<file path="src/rtl/wb_pkg.sv">
// Shared constants for the writeback arbiter: register-file geometry and the
// requester-index width used by the round-robin pointer.
package wb_pkg;

  localparam int unsigned DW       = 16;
  localparam int unsigned AW       = 3;
  localparam int unsigned NREG     = 1 << AW;
  localparam logic [AW-1:0] RO_REG = AW'(7);

  // Pointer/index width sized for the largest supported requester count.
  localparam int unsigned MAX_NREQ = 8;
  localparam int unsigned IDX_W    = $clog2(MAX_NREQ);

endpackage

</file>
<file path="src/rtl/rr_arbiter.sv">
// Combinational round-robin pick: first valid index after ptr, wrapping mod N.
// Produces a one-hot grant and its encoded index.
module rr_arbiter
  import wb_pkg::*;
#(
  parameter int unsigned N = 3
) (
  input  logic [N-1:0]     valid,
  input  logic [IDX_W-1:0] ptr,
  output logic [N-1:0]     grant,
  output logic [IDX_W-1:0] grant_idx
);

  always_comb begin
    logic [IDX_W-1:0] idx;
    logic             found;
    idx       = '0;
    found     = 1'b0;
    grant     = '0;
    grant_idx = '0;
    // Offsets 1..N visit every requester once, ptr itself last.
    for (int unsigned k = 1; k <= N; k++) begin
      idx = IDX_W'((32'(ptr) + k) % N);
      if (!found && valid[idx]) begin
        found      = 1'b1;
        grant[idx] = 1'b1;
        grant_idx  = idx;
      end
    end
  end

endmodule

</file>
<file path="src/rtl/wb_port_arbiter.sv">
// Writeback arbiter for the 8 x 16-bit register file: round-robin grant over
// the requesters, registered write port, and per-register pending-write bits.
module wb_port_arbiter
  import wb_pkg::*;
#(
  parameter int unsigned NREQ = 3
) (
  input  logic               clk,
  input  logic               rst_n,
  input  logic [NREQ-1:0]    req_valid,
  output logic [NREQ-1:0]    req_ready,
  input  logic [NREQ*AW-1:0] req_reg,
  input  logic [NREQ*DW-1:0] req_data,
  input  logic               stall,
  input  logic               claim_valid,
  input  logic [AW-1:0]      claim_reg,
  output logic               rf_write_en,
  output logic [AW-1:0]      rf_wreg,
  output logic [DW-1:0]      rf_writedata,
  output logic [NREG-1:0]    busy
);

  logic [NREQ-1:0]  grant;
  logic [IDX_W-1:0] grant_idx;
  logic [IDX_W-1:0] rr_ptr_q;
  logic             accept;
  logic [AW-1:0]    sel_reg;
  logic [DW-1:0]    sel_data;

  logic             wen_q;
  logic [AW-1:0]    wreg_q;
  logic [DW-1:0]    wdata_q;
  logic [NREG-1:0]  busy_q, busy_d;

  rr_arbiter #(
    .N (NREQ)
  ) u_rr_arbiter (
    .valid     (req_valid),
    .ptr       (rr_ptr_q),
    .grant     (grant),
    .grant_idx (grant_idx)
  );

  assign req_ready = stall ? '0 : grant;
  assign accept    = |req_ready;
  assign sel_reg   = req_reg[grant_idx*AW +: AW];
  assign sel_data  = req_data[grant_idx*DW +: DW];

  // Clear on capture first so a same-edge claim of that register wins.
  always_comb begin
    busy_d = busy_q;
    if (wen_q) begin
      busy_d[wreg_q] = 1'b0;
    end
    if (claim_valid && (claim_reg != RO_REG)) begin
      busy_d[claim_reg] = 1'b1;
    end
  end

  always_ff @(posedge clk or negedge rst_n) begin
    if (!rst_n) begin
      rr_ptr_q <= IDX_W'(NREQ - 1);
      wen_q    <= 1'b0;
      wreg_q   <= '0;
      wdata_q  <= '0;
      busy_q   <= '0;
    end else begin
      busy_q <= busy_d;
      if (accept) begin
        rr_ptr_q <= grant_idx;
        wreg_q   <= sel_reg;
        wdata_q  <= sel_data;
        // The read-only register is accepted but never written.
        wen_q    <= (sel_reg != RO_REG);
      end else begin
        wen_q <= 1'b0;
      end
    end
  end

  assign rf_write_en  = wen_q;
  assign rf_wreg      = wreg_q;
  assign rf_writedata = wdata_q;
  assign busy         = busy_q;

endmodule
</file>
<file path="config.mk">
export PLATFORM = sky130hd
export DESIGN_NAME = wb_port_arbiter
export DESIGN_NICKNAME = d
export VERILOG_FILES = /design/src/rtl/wb_pkg.sv /design/src/rtl/rr_arbiter.sv /design/src/rtl/wb_port_arbiter.sv
export SDC_FILE = /design/constraint.sdc
export NUM_CORES = 1
export LEC_CHECK = 0
export ABC_AREA = 1
export BUFFER_PORTS_ARGS = -buffer_cell sky130_fd_sc_hd__buf_4
export CORE_MARGIN = 3
export CORE_UTILIZATION = 56
export DETAILED_ROUTE_END_ITERATION = 10
export GPL_ROUTABILITY_DRIVEN = 0
export PLACE_DENSITY = 0.92
export SKIP_CTS_REPAIR_TIMING = 1
export SLEW_MARGIN = 20
export SYNTH_ARGS = -nofsm -noshare
export SYNTH_HDL_FRONTEND = slang
export SYNTH_HIERARCHICAL = 1
export SYNTH_SLANG_ARGS = --single-unit
export TNS_END_PERCENT = 5
</file>
<file path="constraint.sdc">
create_clock -name clk -period 8.6 [get_ports clk]
set_input_delay 1.29 -clock clk [delete_from_list [all_inputs] [get_ports clk]]
set_output_delay 1.29 -clock clk [all_outputs]
set_load 0.05 [all_outputs]
</file>
==> impl_metrics.json, run 1 <==
{
  "first_pass_iters": 7,
  "drv_slew": 0,
  "overflow": 0,
  "netlist_area_sq_um": 3010,
  "cp-start-kind": "flip-flop",
  "syn_inst": 450,
  "core_sq_um": 5140,
  "synth_commonest_cells": "134 x nand2_1, 46 x inv_1, 40 x nand3_1, 38 x nand2_2, 36 x o21ai_0",
  "critPathMaxFanout": 10,
  "arrival_ps": 4260,
  "final_layout_size_suffix_gt1_frac": 0.326,
  "yosysTopAreaCellShare": 0.249,
  "synthToLayoutAreaGrowth_pct": 26.4,
  "crit_top_cell": "nand2_1",
  "grt_pass1_vias": 2973,
  "cts_tree": "built",
  "synth.most_common_cell": "nand2_1",
  "synthTopCellsByArea": "dfrtp_1 25%, nand2_1 17%, ha_1 8.3%",
  "status": "finished, final reports clean",
  "synthFlopType": "dfrtp_1",
  "num_rows": 26,
  "die_area_sq_um": 6290,
  "cts_buffers": 5,
  "grt_pass1_wl_mm": 12.6,
  "antenna_found_initial": 0,
  "boundaryPins": 98,
  "path_buf_inv": 6,
  "crit_family": "simple AND/OR/NAND/NOR gates",
  "max_freq_ghz": 0.180,
  "ys_seq_area_frac": 0.258,
  "num_vias": 3216,
  "fin_crit_ps": 5550,
  "dieHeight_um": 79.3,
  "multi_input_area_sq_um": 1920,
  "grt_max_degree": 32,
  "max_stage_delay_ps": 640,
  "dpl.hpwl_mm": 6.11,
  "syn_nets": 537,
  "clkSinkCount": 31,
  "synth_cell_type_count": 33,
  "wl_per_cell_um": 12.5,
  "rsz0062_at_grt": "false",
  "initial_core_util": 0.586,
  "drt_iter0_drc": 172,
  "drt-total-wl_mm": 7.66,
  "n_antenna_cell": 0,
  "portBuffers": 97,
  "hold_viol_final": 0,
  "synth_area_leader_cell": "dfrtp_1",
  "path_clk_slew_ps": 60,
  "relSlewSlack": 0.399,
  "dieWidth_um": 79.3,
  "regArea_sq_um": 777,
  "ys_ff_latch": 31,
  "path_class": "reg2out",
  "syn_area_per_cell_sq_um": 6.69,
  "cap_violations": 0,
  "crit_path_end_kind": "output port",
  "ctsRootBufferMaster": "clkbuf_8",
  "setup_viol": 0,
  "hold_class": "reg2reg",
  "route.detailed.drc": 0,
  "synth_edf_count": 0,
  "cp.required_ps": 7310,
  "period_share": 0.645,
  "finClkSkew_ps": 3.32,
  "final_core_util": 0.741,
  "tightest_slew_ps": 899,
  "fin_nets": 629,
  "worstSkewPairLatency_ps": 280,
  "gr-usage-all-layers": 0.247,
  "filler_cell_count": 425,
  "htreeDepth": 2,
  "slowest_stage": "dfstp_2",
  "tns_ps": 0,
  "synth_async_sr_flop_share": 1.00,
  "drt.antenna.violating_nets": 0,
  "vias_per_cell": 5.25,
  "cts.path.max_buffers": 2,
  "yosysWarnings": 6
}
-- cells by family after synthesis --
logic type                 count (synthesis)  synth area share
AOI/OAI and AO/OA                         56             0.111
buffers and inverters                     68             0.105
and+or+nand+nor                          273             0.437
adders and majority gates                 20            0.0831
DFF                                       31             0.258
xor gates and xnor gates                   2           0.00582
-- stage by stage --
stage | cells | hold slack (ps) | instance area [sq um] | worst slack [ps]
global placement | 605 | 464 | 3720 | 3460
finish | 613 | 479 | 3810 | 3050
detailed placement | 605 | 468 | 3720 | 3300
CTS | 613 | 485 | 3810 | 3070
global route | 613 | 503 | 3810 | 2690
floorplan | 450 | 528 | 3010 | 3490
-- layout make-up --
| cell class | instances | share of cell area |
|---|---|---|
| Clock inverter | 1 | 0.00131 |
| Timing Repair Buffer | 97 | 0.191 |
| Inverter | 56 | 0.0565 |
| Multi-Input combinational cell | 351 | 0.504 |
| Sequential cell | 31 | 0.204 |
| Clock buffer | 7 | 0.0201 |
| Tap cell | 70 | 0.0230 |
-- cells in the final DEF, fill, tap and decap left out, types with 2 or more instances in the layout --
cell	instances
buf_4	97
nand2_4	3
o21ai_2	10
clkbuf_1	2
nor2_2	3
nor2_8	2
nand3_1	40
nand4_1	10
dfrtp_1	30
nand2_1	134
o21ai_1	7
inv_1	46
clkbuf_8	5
inv_2	8
o21ai_0	36
xor2_1	2
nor2_1	34
nor2_4	2
nand2_2	38
ha_1	20
nand3_2	3
-- state kept, by name (all words and copies together) (netlist names) --
register,flops
rf_wreg,3
rf_write_en,1
rf_writedata,16
rr_ptr_q,3
busy,8
-- tightest hold or removal path: stages (launching register included) --
cell     delay (ps)
dfrtp_1         340
nand2_1          50
nand2_1          50
-- metal layers --
metal	routed length [um]	up-vias	share of wire	track usage
li1	-	1613	-	-
met1	3230	1466	0.42	0.310
met2	3780	122	0.49	0.410
met3	539	15	0.070	0.0692
met4	106	0	0.014	0.0773
met5	0	-	0	0
-- path summary, 6_finish.rpt --
kind | from | to | slack (ps) | cells past startpoint
min in group asynchronous | rst_n | busy[5] | 930 | 1
worst min register to register | rf_writedata[9] | rf_writedata[9] | 480 | 2
worst max-delay path | rr_ptr_q[1] | req_ready[0] | 3050 | 25
worst max register to register | rr_ptr_q[1] | rf_wreg[2] | 3170 | 28
worst min-delay path | rf_writedata[9] | rf_writedata[9] | 480 | 2
max in group asynchronous | rst_n | rr_ptr_q[1] | 7360 | 1
Power of run 1 is not shown: default switching activity piles up to over one toggle a cycle in this logic, so the estimate is an artifact.
==> run 2, diff against run 1 <==
Settings changed: CORE_UTILIZATION 56 to 52, PLACE_DENSITY 0.92 to 0.87.
Clock period 8.6 ns to 5.4 ns, I/O delays scaled along.
==> run 2 against run 1 <==
Cell area is 1.2% higher. Non-clock buffer count grew 1. Via count increased by 0.93%. Routed wire length increased by 4.9%. Register-to-register slack worse by 2500 ps. First-iteration DRC count increased by 1.2%. Die area is 7.1% higher. Critical endpoint is now req_ready[2]. Largest cell class unchanged. Highest routed layer unchanged.
==> impl_metrics.json, run 2 (synthesized netlist as in run 1, its figures left out) <==
{
  "cp-start-kind": "flip-flop",
  "hold_class": "in2async",
  "wl_per_cell_um": 13.0,
  "dpl_cell_area_sq_um": 3730,
  "drv_slew": 0,
  "path_buf_inv": 6,
  "fin_crit_ps": 4980,
  "status": "finished, final reports clean",
  "n_antenna_cell": 0,
  "worstSkewPairLatency_ps": 300,
  "arrival_ps": 4170,
  "core_sq_um": 5540,
  "final_area_sq_um": 3850,
  "vias_per_cell": 5.27,
  "cap_violations": 0,
  "synthToLayoutAreaGrowth_pct": 28.0,
  "setup_viol": 0,
  "clkSinkCount": 31,
  "largest_reg_flops": 16,
  "relSlewSlack": 0.572,
  "portBuffers": 97,
  "regArea_sq_um": 777,
  "num_vias": 3246,
  "path_clk_slew_ps": 70,
  "final_core_util": 0.695,
  "drt.antenna.violating_nets": 0,
  "tightest_slew_ps": 641,
  "multi_input_area_sq_um": 1920,
  "critPathMaxFanout": 10,
  "cts_buffers": 5,
  "slowest_stage": "dfstp_2",
  "antenna_found_initial": 0,
  "cts.path.max_buffers": 2,
  "drt_iter0_drc": 174,
  "dieHeight_um": 82.1,
  "gr-usage-all-layers": 0.242,
  "num_rows": 27,
  "filler_cell_count": 468,
  "htreeDepth": 2,
  "grt_pass1_wl_mm": 12.8,
  "crit_family": "simple AND/OR/NAND/NOR gates",
  "boundaryPins": 98,
  "die_area_sq_um": 6740,
  "max_stage_delay_ps": 650,
  "crit_top_cell": "nand2_1",
  "max_freq_ghz": 0.201,
  "final_layout_size_suffix_gt1_frac": 0.331,
  "drt-total-wl_mm": 8.04,
  "mostFrequentLayoutCell": "nand2_1",
  "cts_tree": "built",
  "cp.required_ps": 4590,
  "layout_common_cells": "134 x nand2_1, 98 x buf_4, 46 x inv_1, 40 x nand3_1, 38 x nand2_2",
  "grt_pass1_vias": 3002,
  "initial_core_util": 0.543,
  "route.detailed.drc": 0,
  "period_share": 0.921,
  "ctsRootBufferMaster": "clkbuf_8",
  "overflow": 0,
  "finClkSkew_ps": 6.97,
  "dieWidth_um": 82.1,
  "grt_max_degree": 32,
  "dpl.hpwl_mm": 6.19,
  "fin_nets": 630,
  "tns_ps": 0,
  "path_class": "reg2out",
  "rsz0062_at_grt": "false",
  "first_pass_iters": 5,
  "crit_path_end_kind": "output port",
  "hold_viol_final": 0
}
-- run 2: changes by cell type in the layout (fill, tap and decap cells not counted), sizes merged --
cell / change
bufinv: +1
clkbuf: -1
buf: +1
-- run 2: path summary, 6_finish.rpt --
kind / depth (start not counted) / to / startpoint / slack, ps
worst max-delay path: 25 / req_ready[2] / rr_ptr_q[1] / 420
worst min-delay path: 1 / rf_writedata[0] / rst_n / 440
worst max register to register: 29 / rf_write_en / rr_ptr_q[1] / 710
worst min register to register: 1 / busy[7] / busy[7] / 490
max in group asynchronous: 1 / rr_ptr_q[1] / rst_n / 4640
min in group clk: 1 / busy[7] / busy[7] / 490
-- run 2: layout make-up --
type / count / share of cell area
clock inverter: 2 / 0.00909
sequential: 31 / 0.202
timing repair buffer: 98 / 0.191
inverter: 56 / 0.0559
clock buffer: 6 / 0.0214
tap: 72 / 0.0234
multi-input combinational: 351 / 0.498
-- run 2: worst register-to-register path, delay by kind of cell (launching register included) --
| kind | cells | cell delay (ps) |
|---|---|---|
| AO/OA/AOI/OAI | 2 | 370 |
| adder cells (fa/ha/maj) | 3 | 800 |
| buffers and inverters | 5 | 950 |
| flip-flops | 1 | 650 |
| AND/OR/NAND/NOR | 19 | 1880 |
-- run 2: per-layer routing --
metal	share of wire	GRT usage	routed length (um)
met1	0.40	0.292	3240
met2	0.52	0.423	4180
met3	0.063	0.0647	510
met4	0.013	0.0664	105
met5	0	0	0
-- run 2: through the flow --
step | cells | setup WS (ps) | hold slack (ps)
2_1_floorplan | 450 | 773 | 514
3_3_place_gp | 608 | 831 | 466
3_5_place_dp | 608 | 741 | 474
4_1_cts | 616 | 403 | 450
5_1_grt | 616 | 5.51 | 465
6_report | 616 | 424 | 439
Power of run 2 is left out for the same reason.
